**config.mk**
```make
export PLATFORM = sky130hd
export DESIGN_NAME = msg_sequencer_flat
export DESIGN_NICKNAME = d
export VERILOG_FILES = /design/src/rtl/msg_seq_pkg.sv /design/src/rtl/msg_sequencer_if.sv /design/src/rtl/msg_sequencer.sv /design/src/flat_wrapper.sv
export SDC_FILE = /design/constraint.sdc
export NUM_CORES = 1
export LEC_CHECK = 0
export CAP_MARGIN = 25
export CORE_MARGIN = 4
export CORE_UTILIZATION = 40
export CTS_CLUSTER_SIZE = 8
export DETAILED_ROUTE_END_ITERATION = 8
export PLACE_DENSITY = 0.8
export SYNTH_ARGS = -nofsm -noshare
export SYNTH_HDL_FRONTEND = slang
export SYNTH_SLANG_ARGS = --single-unit
```
**constraint.sdc**
```tcl
create_clock -name i_clk -period 2.41 [get_ports i_clk]
set_clock_uncertainty 0.05 [all_clocks]
set_input_delay 0.482 -clock i_clk [delete_from_list [all_inputs] [get_ports i_clk]]
set_output_delay 0.482 -clock i_clk [all_outputs]
set_load 0.02 [all_outputs]
```
**src/rtl/msg_seq_pkg.sv**
```systemverilog
// Shared definitions for the message sequencer: state encoding and default widths.
package msg_seq_pkg;

    localparam int IDX_W_DEF  = 6;
    localparam int DATA_W_DEF = 8;

    typedef enum logic [2:0] {
        ST_IDLE,
        ST_FETCH,
        ST_CAPTURE,
        ST_SEND,
        ST_DONE
    } state_t;

endpackage

```
**src/rtl/msg_sequencer_if.sv**
```systemverilog
// Bundle of the sequencer's control, ROM and transmitter signals, named from the sequencer's side.
interface msg_sequencer_if #(
    parameter int IDX_W  = msg_seq_pkg::IDX_W_DEF,
    parameter int DATA_W = msg_seq_pkg::DATA_W_DEF
);
    logic              i_start;
    logic [IDX_W-1:0]  i_base;
    logic [IDX_W-1:0]  i_len;
    logic              o_busy;
    logic              o_done;
    logic [IDX_W-1:0]  o_rom_index;
    logic [DATA_W-1:0] i_rom_data;
    logic [DATA_W-1:0] o_tx_data;
    logic              o_tx_valid;
    logic              i_tx_ready;

    modport master (
        input  i_start, i_base, i_len, i_rom_data, i_tx_ready,
        output o_busy, o_done, o_rom_index, o_tx_data, o_tx_valid
    );

    modport slave (
        output i_start, i_base, i_len, i_rom_data, i_tx_ready,
        input  o_busy, o_done, o_rom_index, o_tx_data, o_tx_valid
    );
endinterface

```
**src/rtl/msg_sequencer.sv**
```systemverilog
// Walks a run of ROM characters starting at a latched base index and hands each one
// to a UART transmitter over a valid/ready handshake.
module msg_sequencer
    import msg_seq_pkg::*;
#(
    parameter int IDX_W  = IDX_W_DEF,
    parameter int DATA_W = DATA_W_DEF
) (
    input  logic            i_clk,
    input  logic            i_rstn,
    msg_sequencer_if.master bus
);

    state_t            r_state;
    logic [IDX_W-1:0]  r_index;
    logic [IDX_W-1:0]  r_remain;
    logic [DATA_W-1:0] r_tx_data;
    logic              r_tx_valid;
    logic              r_busy;
    logic              r_done;
    logic [DATA_W-1:0] w_rom_data;

    assign w_rom_data = bus.i_rom_data;

    // NOTE: every register here is updated with <= so all of them see the pre-edge values.
    always_ff @(posedge i_clk) begin
        if (!i_rstn) begin
            r_state    <= ST_IDLE;
            r_index    <= '0;
            r_remain   <= '0;
            r_tx_data  <= '0;
            r_tx_valid <= 1'b0;
            r_busy     <= 1'b0;
            r_done     <= 1'b0;
        end else begin
            r_done <= 1'b0;
            unique case (r_state)
                ST_IDLE: begin
                    if (bus.i_start) begin
                        if (bus.i_len != '0) begin
                            r_index  <= bus.i_base;
                            r_remain <= bus.i_len;
                            r_busy   <= 1'b1;
                            r_state  <= ST_FETCH;
                        end else begin
                            r_done  <= 1'b1;
                            r_state <= ST_DONE;
                        end
                    end
                end
                // ROM registers its output during this cycle; index must not move.
                ST_FETCH: r_state <= ST_CAPTURE;
                ST_CAPTURE: begin
                    r_tx_data  <= w_rom_data;
                    r_tx_valid <= 1'b1;
                    r_state    <= ST_SEND;
                end
                ST_SEND: begin
                    if (r_tx_valid && bus.i_tx_ready) begin
                        r_tx_valid <= 1'b0;
                        if (r_remain > IDX_W'(1)) begin
                            r_remain <= r_remain - IDX_W'(1);
                            r_index  <= r_index + IDX_W'(1);
                            r_state  <= ST_FETCH;
                        end else begin
                            r_busy  <= 1'b0;
                            r_done  <= 1'b1;
                            r_state <= ST_DONE;
                        end
                    end
                end
                ST_DONE: r_state <= ST_IDLE;
                default: r_state <= ST_IDLE;
            endcase
        end
    end

    assign bus.o_busy      = r_busy;
    assign bus.o_done      = r_done;
    assign bus.o_rom_index = r_index;
    assign bus.o_tx_data   = r_tx_data;
    assign bus.o_tx_valid  = r_tx_valid;

endmodule

```
**src/flat_wrapper.sv**
```systemverilog
// flat-port wrapper written by rule: the top's interface ports become plain ports
module msg_sequencer_flat import msg_seq_pkg::*;
#(
    parameter int IDX_W  = IDX_W_DEF,
    parameter int DATA_W = DATA_W_DEF
)
  (i_clk, i_rstn, bus_i_start, bus_i_base, bus_i_len, bus_i_rom_data, bus_i_tx_ready, bus_o_busy, bus_o_done, bus_o_rom_index, bus_o_tx_data, bus_o_tx_valid);
  msg_sequencer_if #(.IDX_W(IDX_W), .DATA_W(DATA_W)) bus_i ();
  input  logic i_clk;
  input  logic i_rstn;
  input wire logic [$bits(bus_i.i_start)-1:0] bus_i_start;
  input wire logic [$bits(bus_i.i_base)-1:0] bus_i_base;
  input wire logic [$bits(bus_i.i_len)-1:0] bus_i_len;
  input wire logic [$bits(bus_i.i_rom_data)-1:0] bus_i_rom_data;
  input wire logic [$bits(bus_i.i_tx_ready)-1:0] bus_i_tx_ready;
  output wire logic [$bits(bus_i.o_busy)-1:0] bus_o_busy;
  output wire logic [$bits(bus_i.o_done)-1:0] bus_o_done;
  output wire logic [$bits(bus_i.o_rom_index)-1:0] bus_o_rom_index;
  output wire logic [$bits(bus_i.o_tx_data)-1:0] bus_o_tx_data;
  output wire logic [$bits(bus_i.o_tx_valid)-1:0] bus_o_tx_valid;
  assign bus_i.i_start = bus_i_start;
  assign bus_i.i_base = bus_i_base;
  assign bus_i.i_len = bus_i_len;
  assign bus_i.i_rom_data = bus_i_rom_data;
  assign bus_i.i_tx_ready = bus_i_tx_ready;
  assign bus_o_busy = bus_i.o_busy;
  assign bus_o_done = bus_i.o_done;
  assign bus_o_rom_index = bus_i.o_rom_index;
  assign bus_o_tx_data = bus_i.o_tx_data;
  assign bus_o_tx_valid = bus_i.o_tx_valid;
  msg_sequencer #(.IDX_W(IDX_W), .DATA_W(DATA_W)) u_core (.i_clk(i_clk), .i_rstn(i_rstn), .bus(bus_i));
endmodule
```
### Word-level counts from Yosys, hierarchy flattened

Index checks and enable logic that the tools add are counted.

* reduce and logical (&&, ||, !) cells: 9
* multiplexer cells: 27
* eq/ne operators: 8
* add/sub/neg operators: 2
* magnitude comparators: 1

Operators by type and width (count)
* 2-to-1 mux 6 bit: 8
* one-hot mux 6 bit (2 select lines): 2
* 2-to-1 mux 3 bit: 4
* one-hot mux 3 bit (4 select lines): 1
* AND reduction 5 bit: 2
* 2-to-1 mux 1 bit: 9
* adder 6 x 1 -> 6 bit (second input constant): 1
* equality test 3 x 2 -> 1 bit (second input constant): 2
* > comparator 6 x 1 -> 1 bit (second input constant): 1
* inequality test 2 x 1 -> 1 bit (second input constant): 3
* one-hot mux 1 bit (2 select lines): 3
* nonzero test 6 bit: 1
* subtractor 6 x 1 -> 6 bit (second input constant): 1
* inequality test 2 bit (second input constant): 2
* AND reduction 2 bit: 2
* nonzero test 2 bit: 2
* equality test 3 x 1 -> 1 bit (second input constant): 1
* logical NOT 3 bit: 1
* logical AND 1 bit: 1

* logic and storage cells: 54
* output and inout bits: 17
* register bits: 26
* input port bits: 24

### Depth between registers and ports, before layout

* word-level depth: 4
* gate-level depth with buffers: 7
* gate-level depth less buffers: 6

### Least setup slack after synthesis

Ideal clock, no wire load.

* path kind: input -> register
* from: input bus_i_len[1]
* to: register u_core.r_index[0], in the netlist u_core.bus.o_rom_index[0]
* buffers on the path: 0
* stages on the path: 4
* required time: 2.302 ns
* setup time: 0.058 ns
* setup slack: 0.508 ns
* arrival: 1.793 ns
* path through: or4_4 > or4_4 > nand3_4 > o221a_2

* cells in the longest elaborated chain, start to end: 3

RTL lines
* start: declaration: line flat_wrapper.sv:13 `input wire logic [$bits(bus_i.i_len)-1:0] bus_i_len;`
* nonzero test 6 bit: line msg_sequencer.sv:40 `if (bus.i_len != '0) begin`
* inequality test 2 x 1 -> 1 bit (no source line)
* AND reduction 5 bit (no source line)
* end signal: assignment: line msg_sequencer.sv:41 `r_index <= bus.i_base;`
* end signal: assignment: line msg_sequencer.sv:63 `r_index <= r_index + IDX_W'(1);`
* end: declaration: line msg_sequencer.sv:15 `logic [IDX_W-1:0] r_index;`

No other way between the ends.
A chain may end at the register's enable or synchronous reset.

### Final worst setup path

* from: register u_core.r_remain[2]
* to: register u_core.r_remain[0]

* cells in the longest elaborated chain, start to end: 3

RTL lines
* start: declaration: line msg_sequencer.sv:16 `logic [IDX_W-1:0] r_remain;`
* start signal: assignment: line msg_sequencer.sv:42 `r_remain <= bus.i_len;`
* start signal: assignment: line msg_sequencer.sv:62 `r_remain <= r_remain - IDX_W'(1);`
* > comparator 6 x 1 -> 1 bit: line msg_sequencer.sv:61 `if (r_remain > IDX_W'(1)) begin`
* inequality test 2 x 1 -> 1 bit (no source line)
* AND reduction 5 bit (no source line)

No other way between the ends.

==> qor.txt <==
=====================================================================================================
Run status                                                                                  completed
Cell Rows                                                                                          21
Via count of the routed design                                                                   1502
Die width                                                                                    68.32 um
Global-route wire length before repair                                                        6637 um
Port bufs                                                                                          40
Worst reg2reg startpoint                                                                 u_core.r_remain[2]
Number of instances in the placed design                                                          262
Switching power summed over all nets                                                         521.9 uW
Hold-fix buffers at CTS                                                                             0
Number of warnings printed during yosys synthesis                                                   0
Peak per-stage delay on the critical path                                                     0.58 ns
Count of max-cap constraint violations                                                              0
Top FF cell, synth                                                                       sky130_fd_sc_hd__dfxtp_1
Cell count after synthesis                                                                        171
Post-synthesis share of cell area spent on full adders, half adders and majority gates         2.580%
CTS Buf Count                                                                                       3
Clock tree root driver cell                                                              sky130_fd_sc_hd__clkbuf_4
Clock tree from TritonCTS                                                                         yes
Reported leakage power                                                                   0.0007440 uW
Number of global-route vias before repair                                                        1437
Number of sinks driven by the clock tree                                                           26
Compound-Gate Fraction of Synth Area                                                           18.74%
Layout Nets                                                                                       248
Maximum count of clock buffers along a single path                                                  2
Number of pins exceeding their max-slew limit in the final report                                   0
Commonest cells after routing, fill and taps aside                                       sky130_fd_sc_hd__clkdlybuf4s50_1, sky130_fd_sc_hd__dfxtp_1, sky130_fd_sc_hd__nor2_1
Clock period minus worst slack                                                               2.086 ns
Net count after synthesis                                                                         198
Pre-CTS setup slack                                                                       -0.01460 ns
Placed inst area                                                                            1989 um^2
Fmax achieved                                                                               479.5 MHz
Switching share of power                                                                       36.77%
Synthesized area                                                                            1455 um^2
Mapped Avg Cell Area                                                                       8.510 um^2
Total global routing overflow                                                                       0
Routed wire per std cell                                                                     15.02 um
Count of antenna-violating nets left after detailed routing                                         0
RSZ-0062 raised after global routing                                                            false
Number of ports placed on the die boundary                                                         41
Critical path launch point                                                               u_core.r_remain[2]
Non-filler cells, final                                                                           266
Int Pwr                                                                                      897.6 uW
Reg power frac                                                                                  40.4%
Power density of the placed cells                                                        700.7 nW/um^2
Later-pin clock latency in the skew report                                                    0.33 ns
Clock-pin slew reported for the worst setup and hold paths after clock tree synthesis         0.15 ns
HP Class                                                                                 register to register
Floorplan die height                                                                         68.32 um
Startpoint-to-endpoint class of the critical path                                        register to register
Level count of the clock H-tree                                                                     1
Relative max-transition margin                                                                 50.47%
Commonest non-fill, non-tap cell in the layout                                           sky130_fd_sc_hd__clkdlybuf4s50_1
Share of the yosys chip area belonging to registers                                            35.77%
Mux contribution to synthesized area                                                           6.879%
PnR worst setup slack                                                                       0.3244 ns
Simple-gate share of the synthesized area                                                      31.64%
Capturing element type of the critical path                                                  register
DRC violation count after routing                                                                   0
Core box area                                                                               3416 um^2
Number of different library cells in the post-synthesis netlist                                    47
Highest-delay cell along the critical path                                               sky130_fd_sc_hd__nor3_2
Summed area of non-filler cells in the final layout                                         2026 um^2
Layout overhead on the synthesized area                                                        39.21%
DP Wirelength                                                                                 2906 um
IR Drop Worst-Case VDD                                                                      0.4477 mV
Combinational Power Share                                                                       43.4%
Synth Area in XOR/XNOR                                                                             0%
Largest net degree at the start of global routing                                                  20
Dominant combinational cell family by area after synthesis                               simple AND/OR/NAND/NOR gates
Seq cells post-synth                                                                               26
Number of resized instances in the post-cts repair step                                             0
Ordered cell list for the critical path                                                  or4_4 > nor3_2 > nor4_1 > o221a_2
Setup-failing EPs final                                                                             0
Setup repair bufs after CTS                                                                         0
Number of enable flip-flop cells after synthesis                                                    0
Data arrival time of the critical path                                                        2.29 ns
Weighted congestion at the end of routability-driven global placement                          0.8581
Final-layout setup total negative slack                                                          0 ns
Via density per instance                                                                        5.647
Total count of hold-check failures in the final report                                              0
Startpoint class of the critical path                                                        register
Measured slew at the worst slew-check pin                                                   0.7389 ns
Worst Min Path Start                                                                     u_core.bus.o_rom_index[5]
Iteration count of the initial detailed-routing pass                                                4
Diodes inserted                                                                                     0
Share of cells above drive strength 1                                                          15.45%
Maximum fanout count along the critical path                                                       11
Routed Wire Length                                                                            3996 um
GRT Total Usage                                                                                18.87%
Worst hold-check slack                                                                      0.4402 ns
Antenna violations before repair                                                                    0
CP Data Required Time                                                                         2.61 ns
Clock group share of total power                                                                16.1%
Initial Util                                                                                   42.60%
Fraction of registers with async set/reset                                                         0%
Drt initial violations                                                                             68
Final cycle utilization of the critical path                                                   86.54%
Die area                                                                                    4667 um^2
=====================================================================================================
==> flip-flops by register name, summed over array words and instances, names as in the netlist <==
register	cells
u_core.bus.o_tx_data	8
u_core.bus.o_rom_index	6
u_core.r_remain	6
u_core.r_state	3
u_core.bus.o_busy	1
u_core.bus.o_done	1
u_core.bus.o_tx_valid	1
==> power by group through the flow <==
stage	Sequential, uW	Combinational, uW	Clock (uW)
3_5_place_dp	582	616	0
4_1_cts	572	618	231
6_report	574	616	229
5_1_grt	585	684	254
2_1_floorplan	610	342	0
3_3_place_gp	580	609	0
==> Yosys cell counts, drive strengths merged, types with 2 or more instances <==
cell type | count | area, um^2
dfxtp | 26 | 520.5
nor2 | 23 | 86.33
nand2 | 15 | 56.30
a21oi | 10 | 53.80
mux2i | 10 | 100.1
nor4 | 10 | 68.81
buf | 6 | 30.03
o32ai | 6 | 52.55
clkbuf | 5 | 18.77
inv | 4 | 15.01
nand3 | 4 | 32.53
nor3 | 4 | 25.02
nor3b | 4 | 30.03
o21ai | 4 | 20.02
or4 | 4 | 41.29
and2 | 3 | 18.77
ha | 3 | 37.54
a2111oi | 2 | 23.77
a31oi | 2 | 12.51
and3 | 2 | 12.51
nand3b | 2 | 15.01
nand4 | 2 | 12.51
o221a | 2 | 22.52
o22ai | 2 | 12.51
or2 | 2 | 12.51
==> cells by family after synthesis <==
logic type	count (synthesis)
multiplexers	10
adder cells (fa/ha/maj)	3
AO/OA/AOI/OAI	37
flip-flops	26
buffers and inverters	15
AND/OR/NAND/NOR	80
==> path summary, 6_finish.rpt <==
check / slack [ns] / end / cells after the start
max reg2reg: 0.32 / u_core.r_remain[0] / 4
min: 0.44 / u_core.bus.o_rom_index[5] / 2
max: 0.32 / u_core.r_remain[0] / 4
min reg2reg: 0.44 / u_core.bus.o_rom_index[5] / 2
==> per-stage QoR <==
| stage | utilization (%) | total power (uW) |
|---|---|---|
| global route | 59.30 | 1523 |
| finish | 59.30 | 1419 |
| detailed placement | 58.24 | 1198 |
| floorplan | - | 952.0 |
| global placement | 58.24 | 1190 |
| CTS | 59.30 | 1422 |
==> worst max-delay path, delay by kind of cell (launching register included) <==
| family | cells | cell delay, ns |
|---|---|---|
| AND/OR/NAND/NOR | 3 | 1.27 |
| flip-flops | 1 | 0.39 |
| AO/OA/AOI/OAI | 1 | 0.29 |
==> metal layers <==
metal | vias to the layer above | wire length (um) | GRT usage [%]
met5 | - | 0 | 0
met4 | 0 | 82 | 7.940
met3 | 7 | 265 | 3.941
met2 | 57 | 1895 | 29.84
met1 | 692 | 1752 | 24.73
li1 | 746 | - | -
==> area by class of cell <==
| cell class | count | area, um^2 |
|---|---|---|
| timing repair buffer | 56 | 520.5 |
| multi-input combinational | 130 | 875.8 |
| inverter | 4 | 15.01 |
| sequential | 26 | 520.5 |
| fill | 317 | 1390 |
| clock buffer | 4 | 36.28 |
| tap | 46 | 57.56 |
Power figures use the tool's default switching activity.
==> patch 1, RTL diff (config.mk and constraints unchanged) <==
Change the package constant `DATA_W_DEF` from 8 to 10.
--- a/src/rtl/msg_seq_pkg.sv
+++ b/src/rtl/msg_seq_pkg.sv
@@ -4,3 +4,3 @@
     localparam int IDX_W_DEF  = 6;
-    localparam int DATA_W_DEF = 8;
+    localparam int DATA_W_DEF = 10;
 
Interface: changed (resized bus_i_rom_data and bus_o_tx_data); port bits go from 41 to 45. No check against the original RTL was run, so the function may have changed too.
==> patch 1 against the original RTL <==
Area after synthesis up 7.0%. Largest cell class unchanged. Maximum frequency down 0.62%. First-iteration DRC count up 46%. Sequential cell count up 2. Clock power up 26%. Sequential power up 6.1%. Routed wire length down 12%. Utilization down 2.9 points. Via count down 4.1%. Register-to-register slack better by 0.27 ns. Setup slack worse by 0.013 ns. Final area up 3.4%. Power up 5.0%.
==> patch 1: results <==
metrics = {
    "layout": {
        "signal_buffers": 52,
        "seq_area_um2": 561,
        "sh_seq_area": 0.268,
        "multi_input_area_share": 0.433,
        "fin_nets": 249,
        "largest_reg_flops": 10,
        "fillers": 340,
        "clk_share": 0.0263,
        "multiInputCombCellCount": 132,
        "final_layout_size_suffix_gt1_frac": 0.119,
        "final-nonclk-buf-share": 0.239,
    },
    "grt": {
        "grt_pass1_wl_um": 5960,
        "grt_use_met2": 0.220,
        "met1_usage": 0.197,
        "track_usage": 0.142,
        "grt.met3_usage": 0.0317,
        "grt_pass1_vias": 1328,
    },
    "setup_path": {
        "worst_path_max_delay_cell": "or4_4",
        "r2r_slack_ns": 0.59,
        "arrival_ns": 2.26,
    },
    "clocking": {
        "path_clk_slew_ns": 0.10,
        "clock_latency_ns": 0.27,
        "cts.sinks": 28,
        "clockRootBuffer": "clkbuf_8",
    },
    "place": {
        "place_congestion": 0.843,
        "dp.cells": 263,
        "numPortBuffers": 44,
        "dpl_worst_slack_ns": 0.0401,
        "dp_hpwl_um": 2600,
    },
    "synthesis": {
        "synthTopCellsByArea": "dfxtp_1 36%, mux2i_1 7.7%, nor2_1 4.8%, nand2_1 4.3%, o32ai_2 3.1%",
        "synthCells": 176,
        "ys_types": 44,
        "synth_common_cells": "28 x dfxtp_1, 20 x nor2_1, 18 x nand2_1",
        "synthArstFlopShare": 0,
    },
    "sta": {
        "holdWs_ns": 0.436,
        "max_freq_mhz": 477,
    },
    "power": {
        "p_clk_frac": 0.194,
        "ir_drop_mv": 0.253,
        "power.switching_mw": 0.523,
        "power_mw": 1.49,
        "p_leak_nw": 0.772,
    },
    "detailed_routing": {
        "vias": 1441,
        "viasPerCell": 5.40,
        "drt_iter0_drc": 99,
    },
    "run_status": {
        "status": "finished, final reports clean",
    },
    "floorplanning": {
        "tap_cells": 48,
    },
}
==> patch 1: kinds of logic after synthesis <==
kind of cell,after synthesis,share of synthesized area
simple gates,70,0.238
buf+inv,16,0.0603
compound gates,46,0.233
mux,13,0.0844
flops,28,0.360
fa+ha+maj,3,0.0241
==> patch 1: path summary, 6_finish.rpt <==
| path | end | depth (start not counted) | from |
|---|---|---|---|
| worst max-delay path | u_core.bus.o_rom_index[1] | 5 | bus_i_len[1] |
| worst min register to register | u_core.r_remain[4] | 2 | u_core.r_remain[4] |
| worst min-delay path | u_core.r_remain[4] | 2 | u_core.r_remain[4] |
| worst max register to register | u_core.bus.o_rom_index[1] | 4 | u_core.r_remain[2] |
==> patch 1: layer usage <==
metal	up-vias	part of all wire	wire [µm]
li1	734	-	-
met1	656	0.47	1670
met2	46	0.45	1600
met3	5	0.062	220
met4	0	0.014	48
met5	-	0	0
==> patch 2, RTL diff (same settings) <==
Made on the original files. Reset style: asynchronous (`i_rstn`), changed in one clocked block.
--- a/src/rtl/msg_sequencer.sv
+++ b/src/rtl/msg_sequencer.sv
@@ -25,3 +25,3 @@
     // NOTE: every register here is updated with <= so all of them see the pre-edge values.
-    always_ff @(posedge i_clk) begin
+    always_ff @(posedge i_clk or negedge i_rstn) begin
         if (!i_rstn) begin
Check against the original RTL: differs if i_rstn is asserted again (counterexample within 4 cycles, from zero or initial values and one cycle with i_rstn low); with i_rstn held inactive, the same outputs for 10 cycles.
==> patch 2 against the original RTL <==
Sequential cell count unchanged. Die area fell by 4.8%. Non-clock buffer count down 10. Routed wire length shrank 20%. Setup slack got worse by 0.17 ns. Final cell count is 14% lower. Area after synthesis is 5.4% lower. Utilization fell by 2.5 points. Final area down 6.5%.
Power is not compared: it rests on default switching activity, and its combinational part moved more than twofold at a synthesized area within 25%.
==> patch 2: results <==
metrics = {
    "setup_path": {
        "arrival_ns": 2.48,
        "cpPeakStageDelay_ns": 0.56,
        "cp-startpoint": "bus_i_len[1]",
        "r2r_slack_ns": 0.35,
        "critical-path-top-delay-family": "compound AO/OA/AOI/OAI gates",
        "endpoint_kind": "flop",
        "worst_path_max_delay_cell": "or4_4",
        "reg2reg_from": "u_core.r_remain[0]",
        "reg2reg_depth": 7,
        "crit_path_max_fanout": 15,
        "r2r_end": "u_core.bus.o_rom_index[2]",
    },
    "place": {
        "numPortBuffers": 40,
        "dpl_cell_area_mm2": 0.00184,
        "dp.cells": 225,
        "dpl_worst_slack_ns": -0.175,
        "dp_hpwl_um": 2440,
        "place_congestion": 0.791,
    },
    "sta": {
        "relSlewSlack": 0.557,
        "period_share": 0.936,
    },
    "synthesis": {
        "synthArstFlopShare": 1.00,
        "postSynthAreaPerCell_um2": 9.83,
        "ys_types": 38,
        "synth_common_cells": "26 x dfrtp_1, 18 x nand2_1, 15 x o21ai_0",
        "ys_seq_area_frac": 0.473,
        "synthTopCellsByArea": "dfrtp_1 47%, mux2_2 6.5%, o21ai_0 5.5%, a21oi_1 5.1%, nand2_1 4.9%",
        "ys.flop_type": "dfrtp_1",
        "syn_nets": 167,
        "yosysWarnings": 0,
    },
    "layout": {
        "final_layout_size_suffix_gt1_frac": 0.148,
        "fillers": 308,
        "fin_nets": 211,
    },
    "grt": {
        "antenna_found_initial": 0,
        "grt_max_degree": 27,
        "track_usage": 0.157,
        "grt_pass1_wl_um": 5370,
        "grt_pass1_vias": 1235,
    },
    "detailed_routing": {
        "drt_iter0_drc": 66,
        "vias": 1250,
        "wire_per_inst_um": 13.9,
        "routed_wl_um": 3180,
    },
    "clocking": {
        "path_clk_slew_ns": 0.14,
        "cts-resized-gates": 0,
        "cts_setup_buffers": 0,
        "h-tree-depth": 1,
        "clockRootBuffer": "clkbuf_4",
        "cts_made_buffers": 3,
    },
    "power": {
        "ir_drop_mv": 0.554,
        "internal-power_mw": 1.57,
    },
    "min_path": {
        "min-delay-path-class": "primary input to asynchronous set/reset pin",
    },
    "run_status": {
        "status": "finished, final reports clean",
    },
}
## patch 2: kinds of logic after synthesis
logic type | Yosys count | share of synthesized area
AOI/OAI and AO/OA | 47 | 0.230
adders and majority gates | 3 | 0.0273
buffers and inverters | 9 | 0.0327
DFF | 26 | 0.473
muxes | 9 | 0.0727
and+or+nand+nor | 46 | 0.165
## patch 2: final cells by class
| cell class | count | area, µm² | area share |
|---|---|---|---|
| clock buffer | 3 | 22.5 | 0.0119 |
| clock inverter | 1 | 30.0 | 0.0159 |
| inverter | 2 | 7.51 | 0.00396 |
| multi-input combinational | 105 | 681 | 0.359 |
| sequential | 26 | 651 | 0.343 |
| tap | 46 | 57.6 | 0.0304 |
| timing repair buffer | 46 | 445 | 0.235 |
## patch 2: power by group through the flow
stage          registers (mW)  logic [mW]  clock network, mW
6_report                0.858        1.57              0.298
5_1_grt                 0.892        1.73              0.327
4_1_cts                 0.855        1.58              0.310
3_5_place_dp            0.863        1.58                  0
3_3_place_gp            0.850        1.51                  0
2_1_floorplan           0.966       0.922                  0
## patch 2: routing by layer
metal,vias to the layer above,global-route usage,wire length (µm)
li1,598,-,-
met1,599,0.193,1400
met2,48,0.272,1550
met3,5,0.0320,191
met4,0,0.0533,37
met5,-,0,0
## patch 2: worst min-delay path by stage
| stage | to | from | slack (ns) |
|---|---|---|---|
| floorplan | u_core.bus.o_busy | i_rstn | 0.14 |
| global placement | u_core.bus.o_tx_data[7] | u_core.bus.o_tx_data[7] | 0.44 |
| detailed placement | u_core.bus.o_tx_data[3] | u_core.bus.o_tx_data[3] | 0.45 |
| CTS | u_core.bus.o_tx_valid | i_rstn | 0.45 |
| global route | u_core.bus.o_tx_data[2] | i_rstn | 0.46 |
| finish | u_core.bus.o_tx_valid | i_rstn | 0.45 |
